### config.mk
export PLATFORM = sky130hd
export DESIGN_NAME = reg_file_16x16
export DESIGN_NICKNAME = d
export VERILOG_FILES = /design/src/rtl/reg_file_16x16.sv
export SDC_FILE = /design/constraint.sdc
export NUM_CORES = 1
export LEC_CHECK = 0
export BUFFER_PORTS_ARGS = -buffer_cell sky130_fd_sc_hd__buf_2
export CAP_MARGIN = 40
export CELL_PAD_IN_SITES_DETAIL_PLACEMENT = 2
export CELL_PAD_IN_SITES_GLOBAL_PLACEMENT = 2
export CORE_ASPECT_RATIO = 1.1
export CORE_MARGIN = 1
export CORE_UTILIZATION = 47
export CTS_CLUSTER_DIAMETER = 50
export DETAILED_ROUTE_END_ITERATION = 16
export HOLD_SLACK_MARGIN = 0.02
export PLACE_DENSITY_LB_ADDON = 0.1
export RECOVER_POWER = 50
export SLEW_MARGIN = 15
export SYNTH_ARGS = -nofsm -noshare
export SYNTH_HDL_FRONTEND = slang
export SYNTH_SLANG_ARGS = --single-unit
### constraint.sdc
create_clock -name Clk -period 2.8 [get_ports Clk]
set_input_delay 0.28 -clock Clk [delete_from_list [all_inputs] [get_ports Clk]]
set_output_delay 0.28 -clock Clk [all_outputs]
set_load 0.05 [all_outputs]
### src/rtl/reg_file_16x16.sv
// reg_file_16x16: 16x16 register file, registered dual read with write bypass
// and a post-reset sweep that zeroes every register while Busy is high.
module reg_file_16x16 #(
  parameter int DATA_W = 16,
  parameter int ADDR_W = 4,
  parameter int DEPTH  = 16
) (
  input  logic              Clk,
  input  logic              Reset,
  input  logic [DATA_W-1:0] W_data,
  input  logic [ADDR_W-1:0] W_addr,
  input  logic              W_wr,
  input  logic [ADDR_W-1:0] Rp_addr,
  input  logic              Rp_rd,
  input  logic [ADDR_W-1:0] Rq_addr,
  input  logic              Rq_rd,
  output logic [DATA_W-1:0] Rp_data,
  output logic [DATA_W-1:0] Rq_data,
  output logic              Busy
);
  typedef enum logic {CLEAR, READY} state_t;
  state_t            state_q, state_d;
  logic [ADDR_W-1:0] cnt_q, cnt_d;
  logic [DATA_W-1:0] rp_q, rp_d, rq_q, rq_d;
  logic [DATA_W-1:0] mem_q [DEPTH];
  logic              clr;
  assign clr = state_q == CLEAR;
  always_comb begin
    state_d = (clr && cnt_q == ADDR_W'(DEPTH-1)) ? READY : state_q;
    cnt_d   = clr ? cnt_q + 1'b1 : cnt_q;
    rp_d    = clr ? '0 : !Rp_rd ? rp_q : (W_wr && W_addr == Rp_addr) ? W_data : mem_q[Rp_addr];
    rq_d    = clr ? '0 : !Rq_rd ? rq_q : (W_wr && W_addr == Rq_addr) ? W_data : mem_q[Rq_addr];
  end
  always_ff @(posedge Clk) begin
    if (Reset) begin
      state_q <= CLEAR;
      cnt_q   <= '0;
      rp_q    <= '0;
      rq_q    <= '0;
    end else begin
      state_q <= state_d;
      cnt_q   <= cnt_d;
      rp_q    <= rp_d;
      rq_q    <= rq_d;
    end
  end
  // Storage has no reset; the sweep clears it one word per edge instead.
  always_ff @(posedge Clk) begin
    if (!Reset) begin
      if (clr) mem_q[cnt_q] <= '0;
      else if (W_wr) mem_q[W_addr] <= W_data;
    end
  end
  assign Rp_data = rp_q;
  assign Rq_data = rq_q;
  assign Busy    = clr;
endmodule

==> implementation parameters, run 1 <==
Parameter                              Value

Synthesis
  Instance count of the mapped netlist ... 777
  Number of synthesized register bits ... 293
  Syn Area/Cell ... 17.30 sq um
  Share of synthesized area occupied by flip-flops and latches ... 0.6270
  Top post-synthesis cells by area ... edfxtp_1 57%, mux4_2 21%, dfxtp_1 5.5%
  Number of library cell types mapped by synthesis ... 33
  Yosys top cell by area ... edfxtp_1
  Synthesis warning total ... 0
  Synth Cell Area ... 13,440 sq um
  Share of the synthesized area in the top cell type ... 0.5719
  Syn Nets ... 811

Critical path
  Worst Path Class, Setup ... flop to flop
  Number of cells on the worst reg-to-reg path ... 5
  Signal arrival time at the worst endpoint ... 2.83 ns
  Bufs and invs on worst path ... 3
  Worst reg2reg setup slack ... 0.19 ns
  R2R Path Start ... state_q
  Worst Path Max Fanout ... 16
  Crit path largest cell delay ... 0.59 ns
  Endpoint kind of the worst setup timing path ... flop
  Critical-path cell list ... and3b_2, clkbuf_1, clkbuf_2, and2_0, clkbuf_1
  Most frequent cell on the critical path ... clkbuf_1
  Family with the most delay on the worst path ... buffers and inverters
  Critical path origin ... state_q
  Type of element launching the critical path ... flop
  Critical register-to-register path endpoint ... mem_q[14][13]
  Worst Path Required ... 3.02 ns
  Slowest stage cell, crit path ... clkbuf_1

Clocking
  Number of setup buffers added after CTS ... 0
  Maximum buffer depth of the clock tree ... 3
  Clock sink total ... 293
  Insertion delay of the later-clocked pin in the worst-skew pair ... 0.53 ns
  CTS H-tree lvls ... 2
  TritonCTS buffer count ... 36
  Clock root buffer master ... clkbuf_16
  Clock tree from TritonCTS ... built
  CTS clk-pin slew, worst paths ... 0.06 ns

Finish
  Final instance area ... 15,600 sq um
  Multi-input gate area ... 4730 sq um
  Share of layout cells above drive strength 1 ... 0.3037
  Number of nets in the layout ... 906
  Filler cell count ... 2,412
  Storage element area ... 8428 sq um
  Post-layout instance count excluding filler cells ... 1,263
  P&R area growth vs syn ... 16.05%

GRT
  Initial antenna violation count ... 2
  Overall overflow remaining after global route ... 0
  Vias in the first global route ... 9,430
  Combined global-route utilization of all metal layers ... 0.3170
  First-pass GRT wire length ... 64,360 um
  Maximum number of pins on one net before global-route repair ... 66

STA
  Fmax ... 382.5 MHz
  Final hold slack ... 0.1181 ns
  RSZ-0062 raised after global routing ... no
  Hold violation count in the final report ... 0
  Final worst path period share ... 0.9336
  Setup TNS ... 0 ns
  Setup WS post-layout ... 0.1860 ns
  Slew at the pin closest to its max-slew limit ... 1.003 ns
  Final worst path period need ... 2.614 ns
  Setup clock skew after layout ... 0.01706 ns
  Final setup violation count ... 0
  Max-slew violation total from the final report ... 0
  Slew headroom ... 0.3309

Floorplan
  Die H ... 179.4 um
  # rows ... 64
  Starting utilization of the core area ... 0.4810
  Core area ... 27,950 sq um
  Area of the die ... 29,280 sq um
  Ports placed on the boundary ... 66
  Die span in x ... 163.3 um

Placed design
  Weighted congestion reported at the end of routability-driven placement ... 0.7962
  Post-place instance area ... 14,510 sq um
  Worst slack after detailed placement ... 0.1749 ns
  Port buffer count ... 65
  Half-perimeter wire length of the detailed placement result ... 26,780 um
  Count of placed standard cells including taps ... 1,197

Worst hold path
  Worst min-delay path class ... input pin to flop
  Hold Path Cell Cnt ... 3
  Hold Path Origin ... Reset
  Hold Crit Endpoint ... state_q

Outcome
  Outcome ... complete, no violations

Detailed routing
  Detailed router's first-iteration violation count ... 756
  Total iterations of the first detailed-routing run ... 5
  Final wirelength ... 44,670 um
  Drt drc ... 0
  Drt via density ... 6.676
  Remaining antenna violation count ... 0
  Routed wire per std cell ... 35.37 um
  Total via count in the routed design ... 8,432

Power
  Maximum resistive drop on vdd ... 584.0 uV
  Power density of the placed cells ... 655.8 nW/um^2
  Leak pwr ... 4.888 nW

Job
  Maximum Capacitance Violations ... 0
## sequential cells by signal, summed over array words and instances (netlist names)
name and cells:
Rp_data 16, Rq_data 16, cnt_q 4, mem_q 256
state_q 1
## worst register-to-register path, cell delays in order, from the launching register on
cell and delay, ns:
dfxtp_1 0.46, and3b_2 0.35, clkbuf_1 0.21, clkbuf_2 0.37, and2_0 0.34, clkbuf_1 0.59
## cell usage after synthesis
| master | n |
|---|---|
| a21o_1 | 16 |
| a21oi_1 | 18 |
| a22oi_1 | 64 |
| a31oi_1 | 21 |
| and2_1 | 18 |
| and3b_1 | 1 |
| buf_1 | 4 |
| buf_12 | 1 |
| buf_2 | 14 |
| buf_6 | 3 |
| clkbuf_1 | 41 |
| dfxtp_1 | 37 |
| edfxtp_1 | 256 |
| ha_1 | 1 |
| inv_1 | 5 |
| mux2_2 | 1 |
| mux2i_1 | 19 |
| mux2i_2 | 1 |
| mux2i_4 | 1 |
| mux4_2 | 128 |
| nand2_1 | 41 |
| nand3_1 | 2 |
| nand4_1 | 1 |
| nor2_1 | 25 |
| nor2b_1 | 5 |
| nor3_1 | 2 |
| nor3b_1 | 2 |
| nor4_2 | 1 |
| o21ai_0 | 32 |
| o22ai_1 | 2 |
| or4_1 | 1 |
| xnor2_1 | 7 |
| xor2_1 | 6 |
## logic make-up after synthesis
family	Yosys count	share of synthesized area
fa+ha+maj	1	0.0009306
flops	293	0.6270
buf+inv	68	0.02318
xor+xnor	13	0.008470
mux	150	0.2321
compound gates	153	0.07400
simple gates	99	0.03435
## layer usage
layer | vias to the layer above | part of all wire | track usage | wire length [um]
li1 | 3426 | - | - | -
met3 | 115 | 0.076 | 0.06697 | 3403
met5 | - | 0 | 0 | 0
met1 | 4486 | 0.37 | 0.3850 | 16410
met2 | 405 | 0.52 | 0.5540 | 23120
met4 | 0 | 0.039 | 0.1242 | 1739
## per-stage QoR
stage                       util  total power, mW
after floorplan                -            5.325
after global placement    0.5193            5.581
after detailed placement  0.5193            5.613
after CTS                 0.5621            10.29
after global routing      0.5582            10.45
final                     0.5582            10.23
## power by group
part / total (mW) / internal [mW] / switching (mW) / leakage, nW
Clock: 4.70 / 2.82 / 1.88 / 0.584
Sequential: 4.78 / 4.75 / 0.0315 / 2.37
Combinational: 0.750 / 0.316 / 0.434 / 1.93
Total: 10.2 / 7.89 / 2.34 / 4.89
## layout by cell type, fill, tap and decap left out, drive strengths merged, types with 2 or more instances in the layout
master	synthesis	final
a21o	16	16
a21oi	18	18
a22oi	64	64
a31oi	21	21
and2	18	18
buf	22	74
bufinv	0	3
clkbuf	41	91
clkinv	0	12
clkinvlp	0	3
dfxtp	37	37
edfxtp	256	256
inv	5	7
mux2i	21	21
mux4	128	128
nand2	41	41
nand3	2	2
nor2	25	25
nor2b	5	5
nor3	2	2
nor3b	2	2
o21ai	32	32
o22ai	2	2
xnor2	7	7
xor2	6	6
## timing repair
item	in CTS	in global routing
setup endpoints to repair	0	2
hold buffers	0	0
resized for setup	0	1
## final cells by class
type,count,share of cell area
Inverter,5,0.001203
Timing Repair Buffer,120,0.04925
Tap cell,363,0.02911
Clock buffer,45,0.06392
Multi-Input combinational cell,416,0.3032
Clock inverter,20,0.01291
Sequential cell,293,0.5403
Antenna cell,1,0.0001604
## worst max-delay path by stage
| stage | end | slack, ns | cells past startpoint |
|---|---|---|---|
| global placement | Rp_data[2] | 0.30 | 7 |
| CTS | Rp_data[1] | 0.13 | 7 |
| detailed placement | Rp_data[11] | 0.17 | 7 |
| floorplan | mem_q[2][0] | -0.01 | 7 |
| global route | Rp_data[10] | 0.07 | 6 |
| finish | mem_q[14][13] | 0.19 | 5 |
No activity file was read; power rests on OpenSTA's default activity.
==> inputs of run 2 (changes only) <==
--- a/config.mk
+++ b/config.mk
@@ -17,6 +17,7 @@
 export HOLD_SLACK_MARGIN = 0.02
 export PLACE_DENSITY_LB_ADDON = 0.1
 export RECOVER_POWER = 50
+export REMOVE_ABC_BUFFERS = 1
 export SLEW_MARGIN = 15
 export SYNTH_ARGS = -nofsm -noshare
 export SYNTH_HDL_FRONTEND = slang
==> run 2 against run 1 <==
Effect of this change:
- cell count hardly changed
- register-to-register slack worse by 0.02 ns
- count of clock-buffer cells in the layout is 1 lower
- global-route usage is 1.0 points higher
- setup slack worse by 0.022 ns
- worst hold slack worse by 0.039 ns
- critical path type unchanged
- critical endpoint is now Rp_data[6]
- largest cell class unchanged
==> implementation parameters, run 2 (same netlist as run 1, synthesis figures left out) <==
Parameter                              Value

Critical path
  Critical-path cell list ... and3b_1, buf_6, mux2i_4, xnor2_1, or4_1, buf_6, mux2i_1, a21oi_1
  Worst Path Class, Setup ... flop to flop
  Worst reg2reg setup slack ... 0.16 ns
  Type of element launching the critical path ... flop
  Family with the most delay on the worst path ... simple AND/OR/NAND/NOR gates
  Critical path origin ... state_q
  R2R Path Start ... state_q
  Stages on worst setup path ... 8
  Worst Path Required ... 3.15 ns
  Bufs and invs on worst path ... 2
  Worst Path Max Fanout ... 16
  Endpoint of the most critical setup path ... Rp_data[6]
  Number of cells on the worst reg-to-reg path ... 8
  Crit path largest cell delay ... 0.56 ns
  Slowest stage cell, crit path ... or4_1
  Signal arrival time at the worst endpoint ... 2.98 ns
  Most frequent cell on the critical path ... buf_6
  Critical register-to-register path endpoint ... Rp_data[6]
  Endpoint kind of the worst setup timing path ... flop

Finish
  Commonest cells after routing, fill and taps aside ... 256 x edfxtp_1, 128 x mux4_2, 64 x a22oi_1
  Max reg flops ... 256
  Filler cell count ... 2,401
  Leading cell type in the layout, fill and taps excluded ... edfxtp_1
  Final core utilization ... 0.5633
  Number of nets in the layout ... 907
  Share of layout cells above drive strength 1 ... 0.3293
  Ant. Diodes ... 0
  Multi-input gate area ... 4755 sq um
  Post-layout instance count excluding filler cells ... 1,262
  Storage element area ... 8429 sq um
  P&R area growth vs syn ... 17.11%
  Register bank with the most flops ... mem_q
  Final instance area ... 15,740 sq um

Clocking
  Maximum buffer depth of the clock tree ... 3
  Insertion delay of the later-clocked pin in the worst-skew pair ... 0.52 ns
  CTS clk-pin slew, worst paths ... 0.06 ns
  CTS H-tree lvls ... 2
  Clock sink total ... 293
  Clock tree from TritonCTS ... built
  Number of setup buffers added after CTS ... 0
  Clock root buffer master ... clkbuf_16
  TritonCTS buffer count ... 34
  Hold buffer count at CTS ... 0

STA
  Slew at the pin closest to its max-slew limit ... 1.031 ns
  Max-slew violation total from the final report ... 0
  Final worst path period need ... 2.636 ns
  Final setup violation count ... 0
  Final worst path period share ... 0.9413
  Setup TNS ... 0 ns
  Fmax ... 379.4 MHz
  RSZ-0062 raised after global routing ... no
  Slew headroom ... 0.3124
  Hold violation count in the final report ... 0
  Final hold slack ... 0.07920 ns
  Setup clock skew after layout ... 0.01908 ns

Placed design
  Weighted congestion reported at the end of routability-driven placement ... 0.8067
  Post-place instance area ... 14,530 sq um
  Half-perimeter wire length of the detailed placement result ... 27,420 um
  Port buffer count ... 65
  Count of placed standard cells including taps ... 1,198

GRT
  Vias in the first global route ... 9,609
  Maximum number of pins on one net before global-route repair ... 39
  Overall overflow remaining after global route ... 0
  First-pass GRT wire length ... 66,340 um
  Combined global-route utilization of all metal layers ... 0.3272
  Initial antenna violation count ... 2

Detailed routing
  Routed wire per std cell ... 36.45 um
  Final wirelength ... 46,000 um
  Drt drc ... 0
  Detailed router's first-iteration violation count ... 856
  Remaining antenna violation count ... 0
  Total via count in the routed design ... 8,726
  Drt via density ... 6.914
  Total iterations of the first detailed-routing run ... 5

Floorplan
  Core area ... 27,950 sq um
  Starting utilization of the core area ... 0.4810
  # rows ... 64
  Ports placed on the boundary ... 66
  Area of the die ... 29,280 sq um
  Die H ... 179.4 um
  Die span in x ... 163.3 um

Power
  Maximum resistive drop on vdd ... 490.1 uV
  Leak pwr ... 4.950 nW
  Power density of the placed cells ... 660.4 nW/um^2

Outcome
  Outcome ... complete, no violations

Worst hold path
  Worst min-delay path class ... input pin to flop

Job
  Maximum Capacitance Violations ... 0
==> run 2: what timing repair did <==
item	4_1_cts	5_1_grt
pin swaps	0	0
hold endpoints to repair	0	0
resized for setup	1	2
setup endpoints to repair	16	16
==> run 2: worst reg2reg max path, cell delays in order (launching register included) <==
cell and delay [ns]:
dfxtp_2 0.41, and3b_1 0.28, buf_6 0.26, mux2i_4 0.30, xnor2_1 0.09, or4_1 0.56, buf_6 0.25, mux2i_1 0.22
a21oi_1 0.11
==> run 2: worst min-delay path by stage <==
stage                      startpoint           to  slack, ns  depth (start not counted)
final                           Reset      state_q       0.08                          2
after global routing            Reset      state_q       0.10                          2
after CTS                       Reset     cnt_q[2]       0.07                          2
after detailed placement  Rp_data[11]  Rp_data[11]       0.52                          2
after global placement     Rp_data[1]   Rp_data[1]       0.51                          2
after floorplan                 Reset      state_q       0.35                          1
==> run 2: metrics by stage <==
step	power, mW	setup WS [ns]
2_1_floorplan	5.230	-0.5493
6_report	10.40	0.1643
3_5_place_dp	5.628	-0.009365
3_3_place_gp	5.592	0.09008
5_1_grt	10.61	0.04159
4_1_cts	10.43	0.003747
==> run 2: metal layers <==
layer | global-route usage | wire length [um] | up-vias
met3 | 0.05938 | 3142 | 125
li1 | - | - | 3428
met4 | 0.1351 | 1899 | 0
met1 | 0.4102 | 17280 | 4740
met5 | 0 | 0 | -
met2 | 0.5623 | 23690 | 433
==> run 2: cell type report <==
class                   instances  area share
flip-flops and latches        293      0.5354
clock buffers                  44     0.06239
inverters                       5    0.001192
repair buffers                123     0.05524
multi-input cells             416      0.3020
clock inverters                18     0.01486
well taps                     363     0.02885
==> run 2: power breakdown <==
part           internal (mW)  total, mW  switching, mW
combinational          0.326      0.772          0.446
sequential              4.75       4.78         0.0343
clock                   2.96       4.85           1.89
